File: config.mk
export PLATFORM = sky130hd
export DESIGN_NAME = loop_uart_tx_flat
export DESIGN_NICKNAME = d
export VERILOG_FILES = /design/src/rtl/loop_uart_tx_if.sv /design/src/rtl/loop_uart_tx.sv /design/src/flat_wrapper.sv
export SDC_FILE = /design/constraint.sdc
export NUM_CORES = 1
export LEC_CHECK = 0
export CORE_AREA = 5 5 75 77
export CTS_CLUSTER_SIZE = 16
export DETAILED_ROUTE_END_ITERATION = 12
export DIE_AREA = 0 0 80 82
export PLACE_DENSITY = 0.73
export SLEW_MARGIN = 20
export SYNTH_ARGS = -nofsm -noshare
export SYNTH_HDL_FRONTEND = slang
export SYNTH_SLANG_ARGS = --single-unit
File: constraint.sdc
create_clock -name clk -period 4.3 [get_ports clk]
set_input_delay 0.43 -clock clk [delete_from_list [all_inputs] [get_ports clk]]
set_output_delay 0.43 -clock clk [all_outputs]
set_load 0.01 [all_outputs]
File: src/rtl/loop_uart_tx_if.sv
// Read port of the cyclic playback buffer as seen by loop_uart_tx.
// master = buffer side, slave = UART consumer side.
interface loop_uart_tx_if;
  logic [7:0] rd_data;
  logic       rd_valid;
  logic       rd_en;

  modport master (output rd_data, output rd_valid, input rd_en);
  modport slave  (input rd_data, input rd_valid, output rd_en);
endinterface

File: src/rtl/loop_uart_tx.sv
// Replays buffer contents as back-to-back 8N1 UART frames, LSB first.
// Define LOOP_UART_TX_PARITY_EN to add an even-parity bit (8E1 framing).
module loop_uart_tx #(
  parameter int CLKS_PER_BIT = 434,
  parameter int GAP_CYCLES   = 0
) (
  input  logic           clk,
  input  logic           rst_n,
  input  logic           enable,
  loop_uart_tx_if.slave  rd,
  output logic           tx,
  output logic           busy,
  output logic           byte_done,
  output logic [15:0]    bytes_sent
);

`ifdef LOOP_UART_TX_PARITY_EN
  typedef enum logic [2:0] {IDLE, START, DATA, PARITY, STOP, GAP} state_t;
`else
  typedef enum logic [2:0] {IDLE, START, DATA, STOP, GAP} state_t;
`endif

  localparam int BW = (CLKS_PER_BIT > 1) ? $clog2(CLKS_PER_BIT) : 1;
  localparam logic [BW-1:0] BAUD_LAST = BW'(CLKS_PER_BIT - 1);
  localparam int GW = (GAP_CYCLES > 1) ? $clog2(GAP_CYCLES) : 1;
  localparam logic [GW-1:0] GAP_LAST = GW'((GAP_CYCLES > 0) ? GAP_CYCLES - 1 : 0);

  state_t        r_state, w_state_n;
  logic [BW-1:0] r_baud, w_baud_n;
  logic [2:0]    r_bit, w_bit_n;
  logic [7:0]    r_shift, w_shift_n;
  logic          r_tx, w_tx_n;
  logic [GW-1:0] r_gap, w_gap_n;
  logic [15:0]   r_cnt;
  logic          w_rd_en;
  logic          w_byte_done;
  logic          w_bit_end;
`ifdef LOOP_UART_TX_PARITY_EN
  logic          r_par, w_par_n;
`endif

  assign w_bit_end = (r_baud == BAUD_LAST);

  always_ff @(posedge clk or negedge rst_n) begin
    if (!rst_n) begin
      r_state <= IDLE;
      r_baud  <= '0;
      r_bit   <= '0;
      r_shift <= '0;
      r_tx    <= 1'b1;
      r_gap   <= '0;
      r_cnt   <= '0;
`ifdef LOOP_UART_TX_PARITY_EN
      r_par   <= 1'b0;
`endif
    end else begin
      r_state <= w_state_n;
      r_baud  <= w_baud_n;
      r_bit   <= w_bit_n;
      r_shift <= w_shift_n;
      r_tx    <= w_tx_n;
      r_gap   <= w_gap_n;
      if (w_byte_done) r_cnt <= r_cnt + 16'd1;
`ifdef LOOP_UART_TX_PARITY_EN
      r_par   <= w_par_n;
`endif
    end
  end

  // tx is registered, so each branch loads the level of the bit that starts next cycle
  always_comb begin
    w_state_n   = r_state;
    w_baud_n    = r_baud;
    w_bit_n     = r_bit;
    w_shift_n   = r_shift;
    w_tx_n      = r_tx;
    w_gap_n     = r_gap;
    w_rd_en     = 1'b0;
    w_byte_done = 1'b0;
`ifdef LOOP_UART_TX_PARITY_EN
    w_par_n     = r_par;
`endif
    case (r_state)
      IDLE: begin
        w_tx_n   = 1'b1;
        w_baud_n = '0;
        w_bit_n  = '0;
        w_gap_n  = '0;
        if (enable && rd.rd_valid) begin
          w_rd_en   = 1'b1;
          w_shift_n = rd.rd_data;
          w_tx_n    = 1'b0;
          w_state_n = START;
`ifdef LOOP_UART_TX_PARITY_EN
          w_par_n   = ^rd.rd_data;
`endif
        end
      end
      START: begin
        if (w_bit_end) begin
          w_baud_n  = '0;
          w_tx_n    = r_shift[0];
          w_state_n = DATA;
        end else begin
          w_baud_n = r_baud + BW'(1);
        end
      end
      DATA: begin
        if (w_bit_end) begin
          w_baud_n  = '0;
          w_shift_n = {1'b0, r_shift[7:1]};
          if (r_bit == 3'd7) begin
`ifdef LOOP_UART_TX_PARITY_EN
            w_tx_n    = r_par;
            w_state_n = PARITY;
`else
            w_tx_n    = 1'b1;
            w_state_n = STOP;
`endif
          end else begin
            w_bit_n = r_bit + 3'd1;
            w_tx_n  = r_shift[1];
          end
        end else begin
          w_baud_n = r_baud + BW'(1);
        end
      end
`ifdef LOOP_UART_TX_PARITY_EN
      PARITY: begin
        if (w_bit_end) begin
          w_baud_n  = '0;
          w_tx_n    = 1'b1;
          w_state_n = STOP;
        end else begin
          w_baud_n = r_baud + BW'(1);
        end
      end
`endif
      STOP: begin
        w_tx_n = 1'b1;
        if (w_bit_end) begin
          w_baud_n    = '0;
          w_byte_done = 1'b1;
          w_state_n   = (GAP_CYCLES > 0) ? GAP : IDLE;
        end else begin
          w_baud_n = r_baud + BW'(1);
        end
      end
      GAP: begin
        w_tx_n = 1'b1;
        if (r_gap == GAP_LAST) begin
          w_gap_n   = '0;
          w_state_n = IDLE;
        end else begin
          w_gap_n = r_gap + GW'(1);
        end
      end
      default: begin
        w_tx_n    = 1'b1;
        w_state_n = IDLE;
      end
    endcase
  end

  assign rd.rd_en   = w_rd_en;
  assign tx         = r_tx;
  assign busy       = (r_state != IDLE);
  assign byte_done  = w_byte_done;
  assign bytes_sent = r_cnt;

endmodule

File: src/flat_wrapper.sv
// flat-port wrapper written by rule: the top's interface ports become plain ports
module loop_uart_tx_flat 
#(
  parameter int CLKS_PER_BIT = 434,
  parameter int GAP_CYCLES   = 0
)
  (clk, rst_n, enable, tx, busy, byte_done, bytes_sent, rd_rd_data, rd_rd_valid, rd_rd_en);
  loop_uart_tx_if rd_i ();
  input  logic clk;
  input  logic rst_n;
  input  logic enable;
  output logic tx;
  output logic busy;
  output logic byte_done;
  output logic [15:0] bytes_sent;
  input wire logic [$bits(rd_i.rd_data)-1:0] rd_rd_data;
  input wire logic [$bits(rd_i.rd_valid)-1:0] rd_rd_valid;
  output wire logic [$bits(rd_i.rd_en)-1:0] rd_rd_en;
  assign rd_i.rd_data = rd_rd_data;
  assign rd_i.rd_valid = rd_rd_valid;
  assign rd_rd_en = rd_i.rd_en;
  loop_uart_tx #(.CLKS_PER_BIT(CLKS_PER_BIT), .GAP_CYCLES(GAP_CYCLES)) u_core (.clk(clk), .rst_n(rst_n), .enable(enable), .rd(rd_i), .tx(tx), .busy(busy), .byte_done(byte_done), .bytes_sent(bytes_sent));
endmodule
==> run_results.csv, run 1 <==
group,metric,value,unit
status,status,"finished, final reports clean",
timing,tightest_slew,0.999,ns
cells_and_area,layout_common_cells,"dfrtp_1, clkdlybuf4s50_1, inv_1, nand2_1, nand3_1",
timing,min_period,2.57,ns
power_and_ir_drop,power_density,508,nW/µm²
detailed_routing,dr.pass1.iters,4,
timing,drv_slew,0,
clock_network,cts_tree,"done",
worst_setup_path,end_kind,"primary output",
placed_design,place_inst,295,
hold_path,hold_class,"primary input to asynchronous set/reset pin",
timing,hold_ws,0.248,ns
worst_setup_path,crit_required,3.87,ns
worst_setup_path,cp_max_fo,6,
global_route,overflow,0,
global_route,grt_pass1_wl,7410,µm
cells_and_area,layout_commonest_cell,"dfrtp_1",
detailed_routing,ant_nets,0,
placed_design,hpwl,3200,µm
detailed_routing,vias,1591,
timing,rsz0062_at_grt,"no",
detailed_routing,viasPerCell,5.25,
cells_and_area,instances_no_fill,303,
power_and_ir_drop,peakVddDrop,0.211,mV
timing,setup_viol,0,
floorplan,ioPinCount,32,
yosys,ys_seq_area_frac,0.467,
clock_network,post-cts-setup-buffer-count,0,
yosys,synth_cells,199,
floorplan,die_area,6560,µm²
yosys,synthFlopType,"dfrtp_1",
clock_network,clk_path_buf_depth,2,
cells_and_area,finish.utilization,0.521,
cells_and_area,area_growth,23.1,%
yosys,ys_ff_latch,39,
yosys,synth_cell_type_count,43,
yosys,async_flop_share,1.00,
detailed_routing,wirelength,4250,µm
power_and_ir_drop,leakage,1.15,nW
yosys,syn_nets,222,
clock_network,numCtsBuffers,5,
timing,fin_crit_sh,0.597,
clock_network,htreeDepth,2,
global_route,grt_max_degree,40,
cells_and_area,drive_above_1_share,0.137,
cells_and_area,antenna_cells,0,
run,drv_cap,0,
cells_and_area,nets,255,
placed_design,numPortBuffers,31,
worst_setup_path,critPathKind,"register to primary output",
yosys,syn_area,2090,µm²
clock_network,root_buffer,"clkbuf_8",
floorplan,initial_utilization,0.424,
global_route,track_usage,0.144,
clock_network,clock_latency,0.29,ns
worst_setup_path,worstSetupStartpointType,"register",
global_route,antenna_found_initial,0,
timing,finalSetupTns,0,ns
global_route,grt_pass1_vias,1581,
detailed_routing,drc,0,
floorplan,core-area,4940,µm²
clock_network,hold_buffers,0,
yosys,synth_warnings,0,
timing,skew,0.00294,ns
timing,relSlewSlack,0.328,
detailed_routing,drt_iter0_markers,68,
timing,hold_violations,0,
clock_network,clk_pin_slew,0.07,ns
worst_setup_path,crit_arrival,2.14,ns
floorplan,rows,26,
floorplan,dieWidth,80,µm
clock_network,cts.repair.resized,0,
yosys,synth-edff-count,0,
placed_design,finalWeightedCongestion,0.843,
detailed_routing,wire_per_inst,14.0,µm
floorplan,die_y,82,µm
yosys,avgSynthCellArea,10.5,µm²
clock_network,cts_sinks,39,
timing,fmax,0.389,GHz
-- kinds of logic after synthesis --
kind of cell | after synthesis | synth area share
simple gates | 71 | 0.207
compound gates | 39 | 0.132
flops | 39 | 0.467
buf+inv | 18 | 0.0364
xor+xnor | 16 | 0.0669
fa+ha+maj | 11 | 0.0657
mux | 5 | 0.0257
-- sequential cells by signal, indices dropped and copies added, names as in the netlist --
name	flops
u_core.r_baud	9
u_core.r_shift	8
u_core.r_bit	3
u_core.tx	1
u_core.bytes_sent	16
u_core.r_state	2
-- final timing paths --
path                                            start  cells after the start               endpoint  slack (ns)
worst max register to register       u_core.r_baud[1]                      6      u_core.r_state[1]        1.97
min in group clk                u_core.bytes_sent[15]                      1  u_core.bytes_sent[15]        0.48
worst max-delay path                u_core.r_state[1]                      4              byte_done        1.73
worst min-delay path                            rst_n                      1   u_core.bytes_sent[9]        0.25
max in group asynchronous                       rst_n                      1  u_core.bytes_sent[15]        3.51
worst min register to register  u_core.bytes_sent[15]                      1  u_core.bytes_sent[15]        0.48
-- cells in the mapped netlist (2+ instances only) --
master	n	area share
or2_2	7	0.021
and3_1	6	0.018
nor2_1	4	0.0072
nand4_1	4	0.012
inv_1	13	0.023
xnor2_1	5	0.021
xor2_1	11	0.046
dfrtp_1	38	0.45
a31oi_1	3	0.0090
o221a_2	8	0.043
nand4b_1	2	0.0084
o22ai_1	2	0.0060
nor3_1	9	0.022
o21ai_0	11	0.026
or3_1	2	0.0060
nand3_1	12	0.029
a21oi_1	7	0.017
or4_1	3	0.011
nand2_1	12	0.022
clkbuf_1	3	0.0054
mux2i_1	2	0.0096
mux2_2	3	0.016
nand2b_1	2	0.0060
ha_1	11	0.066
-- layout make-up --
cell class / count / area [µm²]
inverters: 13 / 48.8
clock buffers: 6 / 82.6
repair buffers: 31 / 305
clock inverters: 2 / 35.0
flip-flops and latches: 39 / 977
well taps: 70 / 87.6
multi-input cells: 142 / 1040
fillers: 468 / 2370
-- through the flow --
step	power (mW)	instance area [µm²]	setup WS, ns
6_report	1.31	2580	1.73
5_1_grt	1.41	2580	1.52
4_1_cts	1.32	2580	1.71
3_5_place_dp	1.00	2460	2.03
3_3_place_gp	0.981	2460	2.07
2_1_floorplan	0.859	2090	2.35
-- power breakdown --
group / leakage [nW] / internal [mW] / switching [mW] / total (mW)
Sequential: 0.507 / 0.448 / 0.0744 / 0.522
Clock: 0.0612 / 0.188 / 0.126 / 0.314
Combinational: 0.586 / 0.224 / 0.248 / 0.472
Total: 1.15 / 0.860 / 0.448 / 1.31
-- routing by layer --
layer,share of wire,GRT usage,up-vias,routed length [µm]
met5,0,0,-,0
met4,0.014,0.0456,0,61
met3,0.047,0.0406,6,201
met2,0.48,0.248,29,2060
met1,0.45,0.174,771,1930
li1,-,-,785,-
-- worst max-delay path: stages, from the launching register on --
cell and delay, ns:
dfrtp_1 0.42, ha_1 0.29, nand4b_1 0.15, nor3_1 0.35
clkdlybuf4s50_1 0.63
No activity file was read; power rests on OpenSTA's default activity.
==> run 2: changes to the inputs <==
--- a/config.mk
+++ b/config.mk
@@ -9,7 +9,7 @@
 export CTS_CLUSTER_SIZE = 16
 export DETAILED_ROUTE_END_ITERATION = 12
 export DIE_AREA = 0 0 80 82
-export PLACE_DENSITY = 0.73
+export PLACE_DENSITY = 0.76
 export SLEW_MARGIN = 20
 export SYNTH_ARGS = -nofsm -noshare
 export SYNTH_HDL_FRONTEND = slang
==> constraint.sdc (replaced) <==
create_clock -name clk -period 2.18 [get_ports clk]
set_input_delay 0.218 -clock clk [delete_from_list [all_inputs] [get_ports clk]]
set_output_delay 0.218 -clock clk [all_outputs]
set_load 0.01 [all_outputs]
==> run 2 against run 1 <==
Compared with the run above:
- core utilization increased by 1.9 points
- clock skew increased by 0.0025 ns
- via count increased by 4.7%
- first-iteration DRC count decreased by 5.9%
- wire length increased by 4.0%
- cell count increased by 3.6%
- combinational power increased by 120%
- clock power increased by 100%
- design area increased by 3.7%
==> run_results.csv, run 2 (synthesis gave the netlist of run 1 again) <==
group,metric,value,unit
status,status,"finished, final reports clean",
clock_network,clk_path_buf_depth,2,
worst_setup_path,r2r_end,"u_core.r_shift[4]",
floorplan,ioPinCount,32,
worst_setup_path,reg2reg_slack,0.10,ns
hold_path,hold_class,"primary input to asynchronous set/reset pin",
global_route,grt_pass1_wl,7360,µm
global_route,grt.busiest_layer,"met2",
worst_setup_path,cp_slowest_cell,"clkdlybuf4s50_1",
detailed_routing,viasPerCell,5.31,
cells_and_area,drive_above_1_share,0.189,
global_route,grt_use_met3,0.0504,
placed_design,dp_slack,0.152,ns
timing,min_period,2.08,ns
worst_setup_path,rr_startpoint,"u_core.r_state[1]",
cells_and_area,multiInputGateArea,1050,µm²
cells_and_area,seqCellArea,980,µm²
power_and_ir_drop,power_density,1010,nW/µm²
clock_network,cts_tree,"done",
cells_and_area,antenna_cells,0,
run,drv_cap,0,
floorplan,die_area,6560,µm²
floorplan,rows,26,
global_route,grt_max_degree,40,
timing,hold_ws,0.0197,ns
timing,rsz0062_at_grt,"no",
cells_and_area,final_area,2670,µm²
cells_and_area,nets,266,
worst_setup_path,cp_slowest_stage_delay,0.55,ns
timing,fin_crit_sh,0.954,
clock_network,clock_latency,0.30,ns
placed_design,hpwl,3170,µm
worst_setup_path,rr_worst_depth,7,
worst_setup_path,crit_path_cell_trace,"buf_4 > inv_1 > ha_1 > buf_4 > inv_1 > clkdlybuf4s50_1",
timing,relSlewSlack,0.434,
global_route,antenna_found_initial,0,
power_and_ir_drop,peakVddDrop,0.337,mV
placed_design,finalWeightedCongestion,0.892,
timing,fmax,0.481,GHz
worst_setup_path,cp_max_fo,6,
worst_setup_path,path_buf_inv,5,
global_route,track_usage,0.146,
worst_setup_path,crit_arrival,1.86,ns
cells_and_area,layout_commonest_cell,"dfrtp_1",
detailed_routing,drc,0,
floorplan,core-area,4940,µm²
clock_network,cts_sinks,39,
placed_design,numPortBuffers,31,
detailed_routing,vias,1666,
clock_network,root_buffer,"clkbuf_8",
timing,hold_violations,0,
detailed_routing,drt_iter0_markers,64,
floorplan,die_y,82,µm
timing,setup_ws,0.101,ns
cells_and_area,fillCellCount,443,
detailed_routing,wirelength,4420,µm
timing,finalSetupTns,0,ns
power_and_ir_drop,leakage,1.24,nW
floorplan,initial_utilization,0.424,
timing,skew,0.00548,ns
worst_setup_path,worstSetupStartpointType,"register",
global_route,grt_pass1_vias,1601,
timing,tightest_slew,0.849,ns
detailed_routing,dr.pass1.iters,5,
worst_setup_path,crit_required,1.96,ns
timing,setup_viol,0,
worst_setup_path,crit_path_end,"busy",
worst_setup_path,startpoint,"u_core.r_state[1]",
worst_setup_path,critPathKind,"register to primary output",
global_route,gr-usage-met1,0.179,
worst_setup_path,end_kind,"primary output",
power_and_ir_drop,fin_total_pwr,2.69,mW
global_route,met2_usage,0.233,
global_route,overflow,0,
detailed_routing,wire_per_inst,14.1,µm
timing,drv_slew,0,
clock_network,numCtsBuffers,5,
floorplan,dieWidth,80,µm
cells_and_area,area_growth,27.6,%
detailed_routing,ant_nets,0,
cells_and_area,largest_reg_flops,16,
worst_setup_path,cp.depth,6,
clock_network,htreeDepth,2,
placed_design,dpl_cell_area,2500,µm²
clock_network,clk_pin_slew,0.08,ns
worst_setup_path,cp_top_family,"buffers and inverters",
cells_and_area,layout_common_cells,"dfrtp_1, clkdlybuf4s50_1, inv_1, nand2_1, nand3_1",
## run 2: cell types whose count changed in the layout (fill, tap and decap cells not counted), sizes merged
| cell | delta |
|---|---|
| buf | +11 |
| clkdlybuf4s50 | -2 |
| dlymetal6s2s | +2 |
## run 2: metal layers
layer,routed length [µm],vias up,share of wire
li1,-,811,-
met1,2040,799,0.46
met2,2050,47,0.46
met3,245,9,0.055
met4,86,0,0.019
met5,0,-,0
## run 2: how the worst min path moves through the flow
stage | endpoint | slack (ns) | depth (start not counted)
after global routing | u_core.bytes_sent[7] | 0.11 | 1
after floorplan | u_core.bytes_sent[0] | -0.08 | 0
after CTS | u_core.bytes_sent[10] | 0.05 | 1
after detailed placement | u_core.bytes_sent[10] | 0.37 | 1
after global placement | u_core.bytes_sent[10] | 0.38 | 1
final | u_core.bytes_sent[8] | 0.02 | 1
## run 2: through the flow
step	util	std cells
6_report	0.540	314
5_1_grt	0.540	314
4_1_cts	0.531	309
3_5_place_dp	0.507	301
3_3_place_gp	0.507	301
2_1_floorplan	-	199
## run 2: power by group
group	total, mW	switching [mW]	internal (mW)
sequential	1.03	0.140	0.887
combinational	1.03	0.518	0.515
clock	0.627	0.257	0.370
## run 2: timing repair
action,in CTS,in global routing
hold buffers,0,0
pin swaps,0,2
endpoints found under the setup margin,1,1
resized for setup,1,4
buffers inserted,0,5
## run 2: layout make-up
class | instances | share of cell area
clock buffer | 6 | 0.0309
clock inverter | 2 | 0.0131
timing repair buffer | 42 | 0.147
sequential | 39 | 0.367
multi-input combinational | 142 | 0.391
tap | 70 | 0.0328
inverter | 13 | 0.0183
## run 2: worst reg2reg max path: stages (launching register included)
cell and delay [ns]:
dfrtp_1 0.38, buf_4 0.13, inv_1 0.06, ha_1 0.18, a21bo_2 0.24, nand2_1 0.08, or4_1 0.56, o221a_2 0.32
